`config.mk`:
```
export PLATFORM = sky130hd
export DESIGN_NAME = spi_flash_loader
export DESIGN_NICKNAME = d
export VERILOG_FILES = /design/src/rtl/spi_flash_loader.sv
export SDC_FILE = /design/constraint.sdc
export NUM_CORES = 1
export LEC_CHECK = 0
export BUFFER_PORTS_ARGS = -buffer_cell sky130_fd_sc_hd__buf_2
export CORE_UTILIZATION = 35
export DETAILED_ROUTE_END_ITERATION = 10
export GPL_ROUTABILITY_DRIVEN = 1
export PLACE_DENSITY = 0.49
export SYNTH_ARGS = -nofsm -noshare
export SYNTH_HDL_FRONTEND = slang
export SYNTH_SLANG_ARGS = --single-unit
```
`constraint.sdc`:
```
create_clock -name clk -period 3.3 [get_ports clk]
set_input_delay 0.33 -clock clk [delete_from_list [all_inputs] [get_ports clk]]
set_output_delay 0.33 -clock clk [all_outputs]
set_load 0.01 [all_outputs]
```
`src/rtl/spi_flash_loader.sv`:
```
// ============================================================================
// Module  : spi_flash_loader
// Brief   : Copies a byte range from SPI NOR flash (READ 0x03, mode 0) into
//           the cache write port, with partial-word strobes and abort.
// Revision: 1.0
// ============================================================================
`default_nettype none

module spi_flash_loader #(
  parameter int DATA_WIDTH   = 32,
  parameter int ADDR_WIDTH   = 32,
  parameter int LEN_WIDTH    = 24,
  parameter int CLK_DIV      = 1,
  parameter int STARTUP_WAIT = 1_000_000
) (
  input  logic                    clk,
  input  logic                    rst,
  input  logic                    start,
  input  logic                    abort,
  input  logic [23:0]             src_addr,
  input  logic [ADDR_WIDTH-1:0]   dst_addr,
  input  logic [LEN_WIDTH-1:0]    byte_count,
  output logic                    ready,
  output logic                    done,
  output logic [ADDR_WIDTH-1:0]   cache_address,
  output logic [DATA_WIDTH-1:0]   cache_data_in,
  output logic [DATA_WIDTH/8-1:0] cache_write_enable,
  input  logic                    cache_busy,
  output logic                    flash_clk,
  output logic                    flash_mosi,
  output logic                    flash_cs,
  input  logic                    flash_miso
);

  localparam int         c_BYTES     = DATA_WIDTH / 8;
  localparam int         c_LANE_W    = (c_BYTES > 1) ? $clog2(c_BYTES) : 1;
  localparam int         c_DIV_W     = (CLK_DIV > 1) ? $clog2(CLK_DIV) : 1;
  localparam int         c_WAIT_W    = (STARTUP_WAIT > 1) ? $clog2(STARTUP_WAIT) : 1;
  localparam int         c_WAIT_LAST = (STARTUP_WAIT > 0) ? STARTUP_WAIT - 1 : 0;
  localparam logic [7:0] c_CMD_READ  = 8'h03;

  typedef enum logic [2:0] {
    S_POWERUP = 3'd0,
    S_IDLE    = 3'd1,
    S_CMD     = 3'd2,
    S_ADDR    = 3'd3,
    S_READ    = 3'd4,
    S_WRITE   = 3'd5,
    S_FINISH  = 3'd6
  } state_t;

  state_t                  r_state;
  logic [c_WAIT_W-1:0]     r_wait_cnt;
  logic [c_DIV_W-1:0]      r_div_cnt;
  logic [4:0]              r_bit_cnt;
  logic [31:0]             r_tx;
  logic [7:0]              r_rx;
  logic [c_LANE_W-1:0]     r_lane;
  logic [DATA_WIDTH-1:0]   r_word;
  logic [LEN_WIDTH-1:0]    r_remaining;
  logic [ADDR_WIDTH-1:0]   r_dst;

  logic                    w_half_done;
  logic                    w_spi_state;
  logic [DATA_WIDTH-1:0]   w_word_next;
  logic [c_BYTES-1:0]      w_strobe;

  assign w_half_done = (r_div_cnt == c_DIV_W'(CLK_DIV - 1));
  assign w_spi_state = (r_state == S_CMD) || (r_state == S_ADDR) || (r_state == S_READ);

  // r_rx already holds the complete byte on the falling edge that ends it.
  always_comb begin
    w_word_next = r_word;
    w_strobe    = '0;
    for (int i = 0; i < c_BYTES; i++) begin
      if (c_LANE_W'(i) == r_lane) w_word_next[i*8 +: 8] = r_rx;
      w_strobe[i] = (c_LANE_W'(i) <= r_lane);
    end
  end

  always_ff @(posedge clk) begin
    if (rst) begin
      r_state            <= S_POWERUP;
      r_wait_cnt         <= '0;
      r_div_cnt          <= '0;
      r_bit_cnt          <= '0;
      r_tx               <= '0;
      r_rx               <= '0;
      r_lane             <= '0;
      r_word             <= '0;
      r_remaining        <= '0;
      r_dst              <= '0;
      ready              <= 1'b0;
      done               <= 1'b0;
      cache_address      <= '0;
      cache_data_in      <= '0;
      cache_write_enable <= '0;
      flash_clk          <= 1'b0;
      flash_mosi         <= 1'b0;
      flash_cs           <= 1'b1;
    end else begin
      done <= 1'b0;
      if (abort && (w_spi_state || r_state == S_WRITE)) begin
        flash_cs           <= 1'b1;
        flash_clk          <= 1'b0;
        flash_mosi         <= 1'b0;
        cache_write_enable <= '0;
        r_state            <= S_IDLE;
        ready              <= 1'b1;
      end else begin
        case (r_state)
          S_POWERUP: begin
            if (r_wait_cnt == c_WAIT_W'(c_WAIT_LAST)) begin
              r_state <= S_IDLE;
              ready   <= 1'b1;
            end else begin
              r_wait_cnt <= r_wait_cnt + 1'b1;
            end
          end

          S_IDLE: begin
            if (start) begin
              r_dst       <= dst_addr;
              r_remaining <= byte_count;
              if (byte_count == '0) begin
                done <= 1'b1;
              end else begin
                ready      <= 1'b0;
                flash_cs   <= 1'b0;
                flash_mosi <= c_CMD_READ[7];
                r_tx       <= {c_CMD_READ[6:0], src_addr, 1'b0};
                r_div_cnt  <= '0;
                r_bit_cnt  <= '0;
                r_lane     <= '0;
                r_word     <= '0;
                r_state    <= S_CMD;
              end
            end
          end

          S_CMD, S_ADDR, S_READ: begin
            if (!w_half_done) begin
              r_div_cnt <= r_div_cnt + 1'b1;
            end else begin
              r_div_cnt <= '0;
              if (!flash_clk) begin
                flash_clk <= 1'b1;
                r_rx      <= {r_rx[6:0], flash_miso};
              end else begin
                flash_clk <= 1'b0;
                r_bit_cnt <= r_bit_cnt + 1'b1;
                if (r_state == S_CMD) begin
                  flash_mosi <= r_tx[31];
                  r_tx       <= r_tx << 1;
                  if (r_bit_cnt == 5'd7) r_state <= S_ADDR;
                end else if (r_state == S_ADDR) begin
                  if (r_bit_cnt == 5'd31) begin
                    flash_mosi <= 1'b0;
                    r_bit_cnt  <= '0;
                    r_state    <= S_READ;
                  end else begin
                    flash_mosi <= r_tx[31];
                    r_tx       <= r_tx << 1;
                  end
                end else if (r_bit_cnt == 5'd7) begin
                  r_bit_cnt   <= '0;
                  r_word      <= w_word_next;
                  r_remaining <= r_remaining - LEN_WIDTH'(1);
                  if (r_lane == c_LANE_W'(c_BYTES - 1) || r_remaining == LEN_WIDTH'(1)) begin
                    cache_write_enable <= w_strobe;
                    cache_data_in      <= w_word_next;
                    cache_address      <= r_dst;
                    r_lane             <= '0;
                    r_state            <= S_WRITE;
                  end else begin
                    r_lane <= r_lane + 1'b1;
                  end
                end
              end
            end
          end

          // flash_clk stays low here; the flash keeps its read position.
          S_WRITE: begin
            if (!cache_busy) begin
              cache_write_enable <= '0;
              r_dst              <= r_dst + ADDR_WIDTH'(c_BYTES);
              r_word             <= '0;
              r_div_cnt          <= '0;
              if (r_remaining == '0) begin
                flash_cs <= 1'b1;
                done     <= 1'b1;
                r_state  <= S_FINISH;
              end else begin
                r_state <= S_READ;
              end
            end
          end

          S_FINISH: begin
            r_state <= S_IDLE;
            ready   <= 1'b1;
          end

          default: begin
            r_state <= S_POWERUP;
            ready   <= 1'b0;
          end
        endcase
      end
    end
  end

endmodule

`default_nettype wire

```
==> metrics.md <==
| Metric | Value |
|---|---|
| Lkg Pwr | `4.746 nW` |
| Final hold violations | `0` |
| Drt drc | `0` |
| Initial Util | `35.63%` |
| Yosys cell types | `62` |
| Worst EP arrival | `3.07 ns` |
| TritonCTS clock tree | `built` |
| Seq. cell area | `4604 um^2` |
| Floorplan row count | `64` |
| DRT Pass-1 Iters | `7` |
| Synthesized area | `10900 um^2` |
| Worst setup margin | `0.6512 ns` |
| Most frequent cells in the layout | `dfxtp_1, nand2_1, nor2_1` |
| Final RePlAce weighted congestion | `0.8380` |
| Die area | `31850 um^2` |
| DP Wirelength | `21670 um` |
| Fin crit share | `80.27%` |
| Worst Tran Pin Value | `0.7047 ns` |
| Worst slack, placed | `0.6652 ns` |
| Hold buffer count at CTS | `0` |
| Fillers | `3154` |
| Routed vias/inst | `5.325` |
| #FFs+latches synth | `230` |
| Ys async rst share | `0%` |
| Syn_area_per_cell | `8.031 um^2` |
| IO Count | `159` |
| Slew Viols, Final | `0` |
| PortBufs | `158` |
| CP Data Required Time | `3.72 ns` |
| Vias | `10070` |
| H-tree levels | `1` |
| Final setup fails | `0` |
| CTS Buf Count | `27` |
| Post-synth EDFFs | `0` |
| Placed insts | `1845` |
| Footprint of the multi-input gates | `5743 um^2` |
| Fin Hold WS | `0.06502 ns` |
| Drt total wl | `31920 um` |
| Sequential area share after synthesis | `42.25%` |
| Post-Synthesis Cells | `1357` |
| Core area | `30590 um^2` |
| Most common cell after layout, fill and taps aside | `dfxtp_1` |
| Peak supply drop | `360.5 uV` |
| Max Cap Viol | `0` |
| Syn Nets | `1454` |
| Clock slew at reported path FFs | `0.06 ns` |
| First-pass GRT wire length | `50780 um` |
| CP Launch Type | `flip-flop` |
| Setup TNS Final | `0 ns` |
| Pwr dens | `500.4 nW/um^2` |
| Initial antenna violation count | `0` |
| Routed length per instance | `16.87 um` |
| Worst skew pair latency | `0.53 ns` |
| Maximum number of pins on one net before global-route repair | `73` |
| F_max | `377.5 MHz` |
| Crit-path max FO | `19` |
| CP endpoint kind | `flip-flop` |
| Post-layout util | `42.66%` |
| Die height | `178.5 um` |
| Post-synth top flop | `dfxtp_1` |
| Gr usage total | `19.82%` |
| CTS Buffer Depth | `3` |
| Final non-filler cell total | `1892` |
| DR iter-0 viols | `688` |
| Clock Skew | `0.01528 ns` |
| Die W | `178.5 um` |
| Vias in the first global route | `9394` |
| Type of the worst min-delay path | `input port to flip-flop` |
| Slew HR | `52.58%` |
| Final net count | `1575` |
| Antenna cells | `0` |
| Clock Tree Root | `clkbuf_16` |
| Post-DRT Antenna Nets | `0` |
| Synth warn | `0` |
| Setup repair after global routing missed its margin | `no` |
| Status | `finished clean` |
| Layout cells sized above 1 | `16.71%` |
| Area growth from synthesis to layout | `19.74%` |
| Post-CTS resize count | `0` |
| Post-CTS setup buffer count | `0` |
| Setup Crit Path Kind | `flip-flop to flip-flop` |
| Tmin final | `2.649 ns` |
| Aggregate global routing overflow | `0` |
| CTS sink cnt | `230` |
[cells by family (layout without fill, tap and decap cells)]
family          after synthesis  after routing  synth area share (%)
fa+ha+maj                    11             11                 1.263
mux                          47             47                 4.328
simple gates                557            557                 24.03
flops                       230            230                 42.25
compound gates              352            352                 21.48
buf+inv                     142            281                 5.201
xor+xnor                     18             18                 1.447
[metal layers]
metal	routed length (um)	part of all wire (%)	vias up	GRT usage [%]
li1	-	-	5105	-
met1	15240	48	4682	27.65
met2	14670	46	247	32.45
met3	1427	4.5	40	2.536
met4	584	1.8	0	4.167
met5	0	0	-	0
[flip-flops by register name (all words and copies together), names as in the netlist, 8 cells and up]
signal / cells
r_word: 32
r_tx: 31
cache_address: 32
cache_data_in: 32
r_wait_cnt: 20
r_remaining: 24
r_rx: 8
r_dst: 32
[area by class of cell]
type | instances | area share, %
tap | 396 | 3.797
clock buffer | 36 | 5.974
multi-input combinational | 985 | 44.01
inverter | 44 | 1.266
clock inverter | 11 | 1.237
sequential | 230 | 35.29
timing repair buffer | 190 | 8.428
[through the flow]
step / power, W / cell area, um^2
floorplan: 0.003268 / 10900
global placement: 0.003445 / 12110
detailed placement: 0.003448 / 12110
CTS: 0.006615 / 13050
global route: 0.006804 / 13050
finish: 0.006530 / 13050
[synthesized netlist by cell type (all sizes together), types with 6 or more instances]
cell | count | area [um^2]
a311oi | 26 | 227.7
a41oi | 8 | 88.84
o31ai | 7 | 52.55
and3 | 12 | 75.07
and2 | 9 | 57.56
or4 | 9 | 67.56
clkbuf | 69 | 259.0
buf | 29 | 142.6
nand2b | 17 | 106.4
a22oi | 10 | 75.07
a21o | 7 | 52.55
o21ai | 59 | 295.3
and4 | 8 | 70.07
a21oi | 108 | 540.5
nand4 | 19 | 118.9
dfxtp | 230 | 4604
nor3 | 27 | 146.4
xor2 | 15 | 131.4
nor2 | 163 | 611.8
inv | 44 | 165.2
ha | 11 | 137.6
nor4 | 17 | 157.7
mux2i | 46 | 460.4
a31oi | 6 | 37.54
nand2 | 203 | 762.0
a211oi | 45 | 337.8
or3 | 8 | 50.05
o22ai | 6 | 37.54
o211ai | 10 | 75.07
o21a | 6 | 45.04
nand3 | 37 | 185.2
nor2b | 10 | 62.56
o32ai | 34 | 297.8
[worst max-delay path, stage by stage (launching register included)]
cell and delay [ns]:
dfxtp_1 0.50, nand2b_1 0.41, nor2_1 0.10, and4_1 0.33
nor4_4 0.56, nand3_1 0.40, o32ai_1 0.23
[final timing paths]
| path | startpoint | end | slack [ns] | cells past startpoint |
|---|---|---|---|---|
| worst max-delay path | r_state[0] | r_word[10] | 0.65 | 6 |
| worst min-delay path | src_addr[10] | r_tx[11] | 0.07 | 3 |
| worst max register to register | r_state[0] | r_word[10] | 0.65 | 6 |
| worst min register to register | cache_address[8] | cache_address[8] | 0.45 | 2 |
[power breakdown]
| part | switching (W) | leakage, nW | internal [W] |
|---|---|---|---|
| logic | 0.000309 | 2.43 | 0.000185 |
| registers | 0.0000540 | 1.85 | 0.00284 |
| clock network | 0.00119 | 0.466 | 0.00196 |
Power figures use the tool's default switching activity.
